## config.mk

```make
export PLATFORM = sky130hd
export DESIGN_NAME = seq_sum_scheduler_flat
export DESIGN_NICKNAME = d
export VERILOG_FILES = /design/src/rtl/seq_sum_if.sv /design/src/rtl/seq_sum_scheduler.sv /design/src/flat_wrapper.sv
export SDC_FILE = /design/constraint.sdc
export NUM_CORES = 1
export LEC_CHECK = 0
export CAP_MARGIN = 0
export CORE_UTILIZATION = 45
export CTS_BUF_LIST = sky130_fd_sc_hd__clkbuf_2
export CTS_CLUSTER_DIAMETER = 120
export DETAILED_ROUTE_END_ITERATION = 6
export HOLD_SLACK_MARGIN = 0.02
export PLACE_DENSITY = 0.82
export SLEW_MARGIN = 15
export SYNTH_ARGS = -nofsm -noshare
export SYNTH_HDL_FRONTEND = slang
export SYNTH_SLANG_ARGS = --single-unit
```

## constraint.sdc

```tcl
create_clock -name clk -period 2.6 [get_ports clk]
set_input_delay 0.52 -clock clk [delete_from_list [all_inputs] [get_ports clk]]
set_output_delay 0.52 -clock clk [all_outputs]
set_load 0.03 [all_outputs]
```

## src/rtl/seq_sum_if.sv

```systemverilog
// Handshake bundle between operand producer, pairwise-sum engine and sum consumer.
// The engine attaches through the slave modport; the driving side uses master.
interface seq_sum_if #(
    parameter int DATA_W = 8
);
    logic              in_valid;
    logic              in_ready;
    logic [DATA_W-1:0] data_one;
    logic [DATA_W-1:0] data_two;
    logic [DATA_W-1:0] data_three;
    logic              out_valid;
    logic              out_ready;
    logic [DATA_W-1:0] sum_one;
    logic [DATA_W-1:0] sum_two;
    logic [DATA_W-1:0] sum_three;
    logic [2:0]        sum_cout;

    modport slave (
        input  in_valid, data_one, data_two, data_three, out_ready,
        output in_ready, out_valid, sum_one, sum_two, sum_three, sum_cout
    );

    modport master (
        output in_valid, data_one, data_two, data_three, out_ready,
        input  in_ready, out_valid, sum_one, sum_two, sum_three, sum_cout
    );
endinterface

```

## src/rtl/seq_sum_scheduler.sv

```systemverilog
// Time-multiplexed pairwise-sum engine: one shared DATA_W+1-bit adder produces
// one+two, one+three and three+two over three sequenced cycles.
module seq_sum_scheduler #(
    parameter int DATA_W = 8
) (
    input  logic        clk,
    input  logic        rst,
    seq_sum_if.slave    bus
);

    typedef enum logic [2:0] {IDLE, S1, S2, S3, DONE} state_t;

    state_t            state_q, state_d;
    logic [DATA_W-1:0] op1_q, op1_d, op2_q, op2_d, op3_q, op3_d;
    logic [DATA_W-1:0] sum1_q, sum1_d, sum2_q, sum2_d, sum3_q, sum3_d;
    logic [2:0]        cout_q, cout_d;
    logic              out_valid_q, out_valid_d;
    logic              in_ready;
    logic [DATA_W-1:0] add_a, add_b;
    logic [DATA_W:0]   add_res;

    // Carry lands in the top bit; the low DATA_W bits are the wrapped sum.
    function automatic logic [DATA_W:0] add_wide(input logic [DATA_W-1:0] a,
                                                 input logic [DATA_W-1:0] b);
        return {1'b0, a} + {1'b0, b};
    endfunction

    assign in_ready = (state_q == IDLE) && !rst;

    // Operand mux for the single shared adder, steered by the sequencing state.
    always_comb begin
        add_a = '0;
        add_b = '0;
        case (state_q)
            S1:      begin add_a = op1_q; add_b = op2_q; end
            S2:      begin add_a = op1_q; add_b = op3_q; end
            S3:      begin add_a = op3_q; add_b = op2_q; end
            default: ;
        endcase
        add_res = add_wide(add_a, add_b);
    end

    always_comb begin
        state_d     = state_q;
        op1_d       = op1_q;
        op2_d       = op2_q;
        op3_d       = op3_q;
        sum1_d      = sum1_q;
        sum2_d      = sum2_q;
        sum3_d      = sum3_q;
        cout_d      = cout_q;
        out_valid_d = out_valid_q;
        case (state_q)
            IDLE: begin
                if (bus.in_valid && in_ready) begin
                    op1_d   = bus.data_one;
                    op2_d   = bus.data_two;
                    op3_d   = bus.data_three;
                    state_d = S1;
                end
            end
            S1: begin
                sum1_d    = add_res[DATA_W-1:0];
                cout_d[0] = add_res[DATA_W];
                state_d   = S2;
            end
            S2: begin
                sum2_d    = add_res[DATA_W-1:0];
                cout_d[1] = add_res[DATA_W];
                state_d   = S3;
            end
            S3: begin
                sum3_d      = add_res[DATA_W-1:0];
                cout_d[2]   = add_res[DATA_W];
                out_valid_d = 1'b1;
                state_d     = DONE;
            end
            DONE: begin
                if (bus.out_ready) begin
                    out_valid_d = 1'b0;
                    state_d     = IDLE;
                end
            end
            default: state_d = IDLE;
        endcase
    end

    // Reset clears results and captured operands too, so an aborted job leaves no trace.
    always_ff @(posedge clk) begin
        if (rst) begin
            state_q     <= IDLE;
            op1_q       <= '0;
            op2_q       <= '0;
            op3_q       <= '0;
            sum1_q      <= '0;
            sum2_q      <= '0;
            sum3_q      <= '0;
            cout_q      <= '0;
            out_valid_q <= 1'b0;
        end else begin
            state_q     <= state_d;
            op1_q       <= op1_d;
            op2_q       <= op2_d;
            op3_q       <= op3_d;
            sum1_q      <= sum1_d;
            sum2_q      <= sum2_d;
            sum3_q      <= sum3_d;
            cout_q      <= cout_d;
            out_valid_q <= out_valid_d;
        end
    end

    assign bus.in_ready  = in_ready;
    assign bus.out_valid = out_valid_q;
    assign bus.sum_one   = sum1_q;
    assign bus.sum_two   = sum2_q;
    assign bus.sum_three = sum3_q;
    assign bus.sum_cout  = cout_q;

endmodule
```

## src/flat_wrapper.sv

```systemverilog
// flat-port wrapper written by rule: the top's interface ports become plain ports
module seq_sum_scheduler_flat 
#(
    parameter int DATA_W = 8
)
  (clk, rst, bus_in_valid, bus_data_one, bus_data_two, bus_data_three, bus_out_ready, bus_in_ready, bus_out_valid, bus_sum_one, bus_sum_two, bus_sum_three, bus_sum_cout);
  seq_sum_if #(.DATA_W(DATA_W)) bus_i ();
  input  logic clk;
  input  logic rst;
  input wire logic [$bits(bus_i.in_valid)-1:0] bus_in_valid;
  input wire logic [$bits(bus_i.data_one)-1:0] bus_data_one;
  input wire logic [$bits(bus_i.data_two)-1:0] bus_data_two;
  input wire logic [$bits(bus_i.data_three)-1:0] bus_data_three;
  input wire logic [$bits(bus_i.out_ready)-1:0] bus_out_ready;
  output wire logic [$bits(bus_i.in_ready)-1:0] bus_in_ready;
  output wire logic [$bits(bus_i.out_valid)-1:0] bus_out_valid;
  output wire logic [$bits(bus_i.sum_one)-1:0] bus_sum_one;
  output wire logic [$bits(bus_i.sum_two)-1:0] bus_sum_two;
  output wire logic [$bits(bus_i.sum_three)-1:0] bus_sum_three;
  output wire logic [$bits(bus_i.sum_cout)-1:0] bus_sum_cout;
  assign bus_i.in_valid = bus_in_valid;
  assign bus_i.data_one = bus_data_one;
  assign bus_i.data_two = bus_data_two;
  assign bus_i.data_three = bus_data_three;
  assign bus_i.out_ready = bus_out_ready;
  assign bus_in_ready = bus_i.in_ready;
  assign bus_out_valid = bus_i.out_valid;
  assign bus_sum_one = bus_i.sum_one;
  assign bus_sum_two = bus_i.sum_two;
  assign bus_sum_three = bus_i.sum_three;
  assign bus_sum_cout = bus_i.sum_cout;
  seq_sum_scheduler #(.DATA_W(DATA_W)) u_core (.clk(clk), .rst(rst), .bus(bus_i));
endmodule
```

==> results.toml <==
[outcome]
status = "finished clean"

[floorplan]
io_pins = 57
die-height_um = 81.0
die_x_um = 81.0
start_util_pct = 47.2
num_rows = 28
core_area_mm2 = 0.00596
die_area_mm2 = 0.00657

[cts]
clk_pin_slew_ps = 240
cts_sinks = 55
clk_latency_ps = 440
clockRootBuffer = "clkbuf_2"
tritoncts = "yes"
cts-buffers-inserted = 5
hold_buffers = 0
cts_buffer_depth = 2
cts_htree_levels = 2

[worst_hold_path]
hold_end = "u_core.bus.sum_one[0]"
min_path_cells = 2
min-delay-start = "u_core.bus.sum_one[0]"
holdCritPathClass = "flip-flop to flip-flop"

[sta]
tightest_slew_ps = 592
finalHoldViolations = 0
finClkSkew_ps = 13.3
setup_viol = 0
period_minus_slack_ps = 2520
drv_slew = 0
holdWs_ps = 469
slew_headroom_pct = 60.4
fmax_mhz = 397
period_share_pct = 96.8

[worst_setup_path]
rr_worst_depth = 10
r2r_slack_ps = 80
crit_fanout = 6
worst_setup_path_end_kind = "flip-flop"
worst_setup_path_start_kind = "flip-flop"
r2r_start = "u_core.state_q[1]"
worst_ep_arrival_time_ps = 2880
worst_r2r_endpoint = "u_core.bus.sum_cout[2]"
crit_type = "flip-flop to flip-flop"
required_ps = 2960

[yosys]
syn_inst = 354
syn_area_mm2 = 0.00281
synth_nets = 391
ys_seq_elements = 55
synthTopCellsByCount = "72 x nand2_1, 55 x dfxtp_1, 34 x nor2_1"
synth_flop_cell = "dfxtp_1"
yosysWarnings = 0
synth.area.top_cells = "dfxtp_1 39%, nand2_1 9.6%, nand3_1 5.5%, nor2_1 4.5%, a21oi_1 3.7%"
syn_area_per_cell_um2 = 7.94
synth_cell_types = 50
synth-edff-count = 0
yosys.area.top_type = "dfxtp_1"
ys_async_sr_fraction_pct = 0
yosysSeqAreaShare_pct = 39.2
synth_top_area_share_pct = 39.2
synthMostInstantiatedCell = "nand2_1"

[drt]
drtAntennaViolNets = 0
routed_wl_mm = 6.64
drtIter0Drc = 195
num_vias = 2673
drc = 0
wl_per_cell_um = 13.7
firstDrtPassIters = 6
via_per_inst = 5.53

[global_route]
grt_pass1_wl_mm = 11.1
grt_use_total_pct = 21.6
grt_overflow = 0
grt_max_degree = 35
grt_pass1_vias = 2502
antenna_found_initial = 0

[finish]
num-nets-final = 446
drive_above_1_share_pct = 11.0
insertedDiodeCount = 0
areaGrowthSynthToFinish_pct = 25.3
final_area_mm2 = 0.00352
finalCoreUtilization_pct = 59.1

[pwr]
p_sw_uw = 532
combPwrFrac_pct = 26.3
p_seq_share_pct = 55.6
switching_share_pct = 31.5
p_int_uw = 1150
power.total_uw = 1690
p_leak_uw = 0.00140
power_frac_clock_pct = 18.2
ir_drop_mv = 0.226
p_per_area_mw_per_mm2 = 479

[place]
post_dp_cell_area_mm2 = 0.00347
gp_congestion = 0.906
io_buffers = 56
hpwl_mm = 4.81

[job]
cap_viol_max_count = 0
==> placed cells by master, fill, tap and decap left out, types with 4 or more instances in the layout <==
| master | instances |
|---|---|
| nand2_1 | 72 |
| clkdlybuf4s50_1 | 55 |
| dfxtp_1 | 53 |
| nor2_1 | 34 |
| nand3_1 | 31 |
| a21oi_1 | 21 |
| buf_4 | 20 |
| o21ai_0 | 18 |
| inv_1 | 9 |
| a22oi_1 | 8 |
| o31ai_1 | 8 |
| nor3_1 | 7 |
| ha_1 | 7 |
| clkbuf_2 | 7 |
| a211oi_1 | 4 |
| o2111ai_1 | 4 |
==> worst max-delay path by stage <==
| stage | cells past startpoint | slack [ps] | endpoint | start |
|---|---|---|---|---|
| floorplan | 11 | 10 | u_core.bus.sum_cout[0] | u_core.state_q[0] |
| global placement | 9 | 120 | u_core.bus.sum_cout[0] | u_core.state_q[1] |
| detailed placement | 9 | 60 | u_core.bus.sum_cout[2] | u_core.state_q[1] |
| CTS | 9 | 50 | u_core.bus.sum_cout[0] | u_core.state_q[1] |
| global route | 10 | -9 | u_core.bus.sum_cout[2] | u_core.state_q[1] |
| finish | 10 | 80 | u_core.bus.sum_cout[2] | u_core.state_q[1] |
==> area by class of cell <==
cell class	count	area [um^2]
multi-input cells	261	1550
clock buffers	6	30.0
well taps	75	93.8
repair buffers	76	706
flip-flops and latches	55	1110
inverters	10	37.5
fillers	548	2430
==> power by group through the flow <==
stage	Combinational [uW]	Clock (uW)	Sequential [uW]
floorplan	265	0	972
global placement	426	0	952
detailed placement	436	0	953
CTS	438	315	937
global route	485	342	945
finish	443	306	937
==> through the flow <==
step	setup TNS [ps]	instances	setup slack [ps]
6_report	0	483	83.4
5_1_grt	-10.9	483	-8.58
4_1_cts	0	481	46.2
2_1_floorplan	0	354	9.52
3_3_place_gp	0	475	123
3_5_place_dp	0	475	60.5
==> state kept, by name, indices dropped and copies added, names as in the netlist <==
signal and flops:
u_core.bus.sum_one 8, u_core.bus.sum_three 8, u_core.bus.sum_two 8, u_core.op1_q 8, u_core.op2_q 8, u_core.op3_q 8
u_core.bus.sum_cout 3, u_core.state_q 3, u_core.bus.out_valid 1
==> kinds of logic (layout without fill, tap and decap cells) <==
kind of cell             count (synthesis)  after routing  synth area share (%)
AND/OR/NAND/NOR                        168            168                  28.8
AO/OA/AOI/OAI                           80             80                  20.4
flip-flops                              55             55                  39.2
buffers and inverters                   38             92                  6.14
adder cells (fa/ha/maj)                  9              9                  4.27
XOR/XNOR                                 4              4                  1.25
==> routing by layer <==
metal	up-vias	wire, um	track usage [%]
met1	1246	2990	27.1
met3	15	283	3.26
met2	67	3240	37.2
li1	1345	-	-
met4	0	134	7.86
met5	-	0	0
==> critical path: stages (launching register included) <==
cell,delay (ps)
dfxtp_4,420
clkbuf_2,130
o21ai_0,90
a22oi_1,170
nor2_1,60
ha_2,190
fa_2,350
a21o_1,210
a211o_4,390
a2111oi_4,350
nor3_1,90
==> what timing repair did <==
action / 4_1_cts / 5_1_grt
setup buffers: 0 / 2
setup endpoints to repair: 0 / 9
gates resized for setup: 0 / 6
Note: power is estimated with default switching activity, not from simulation.
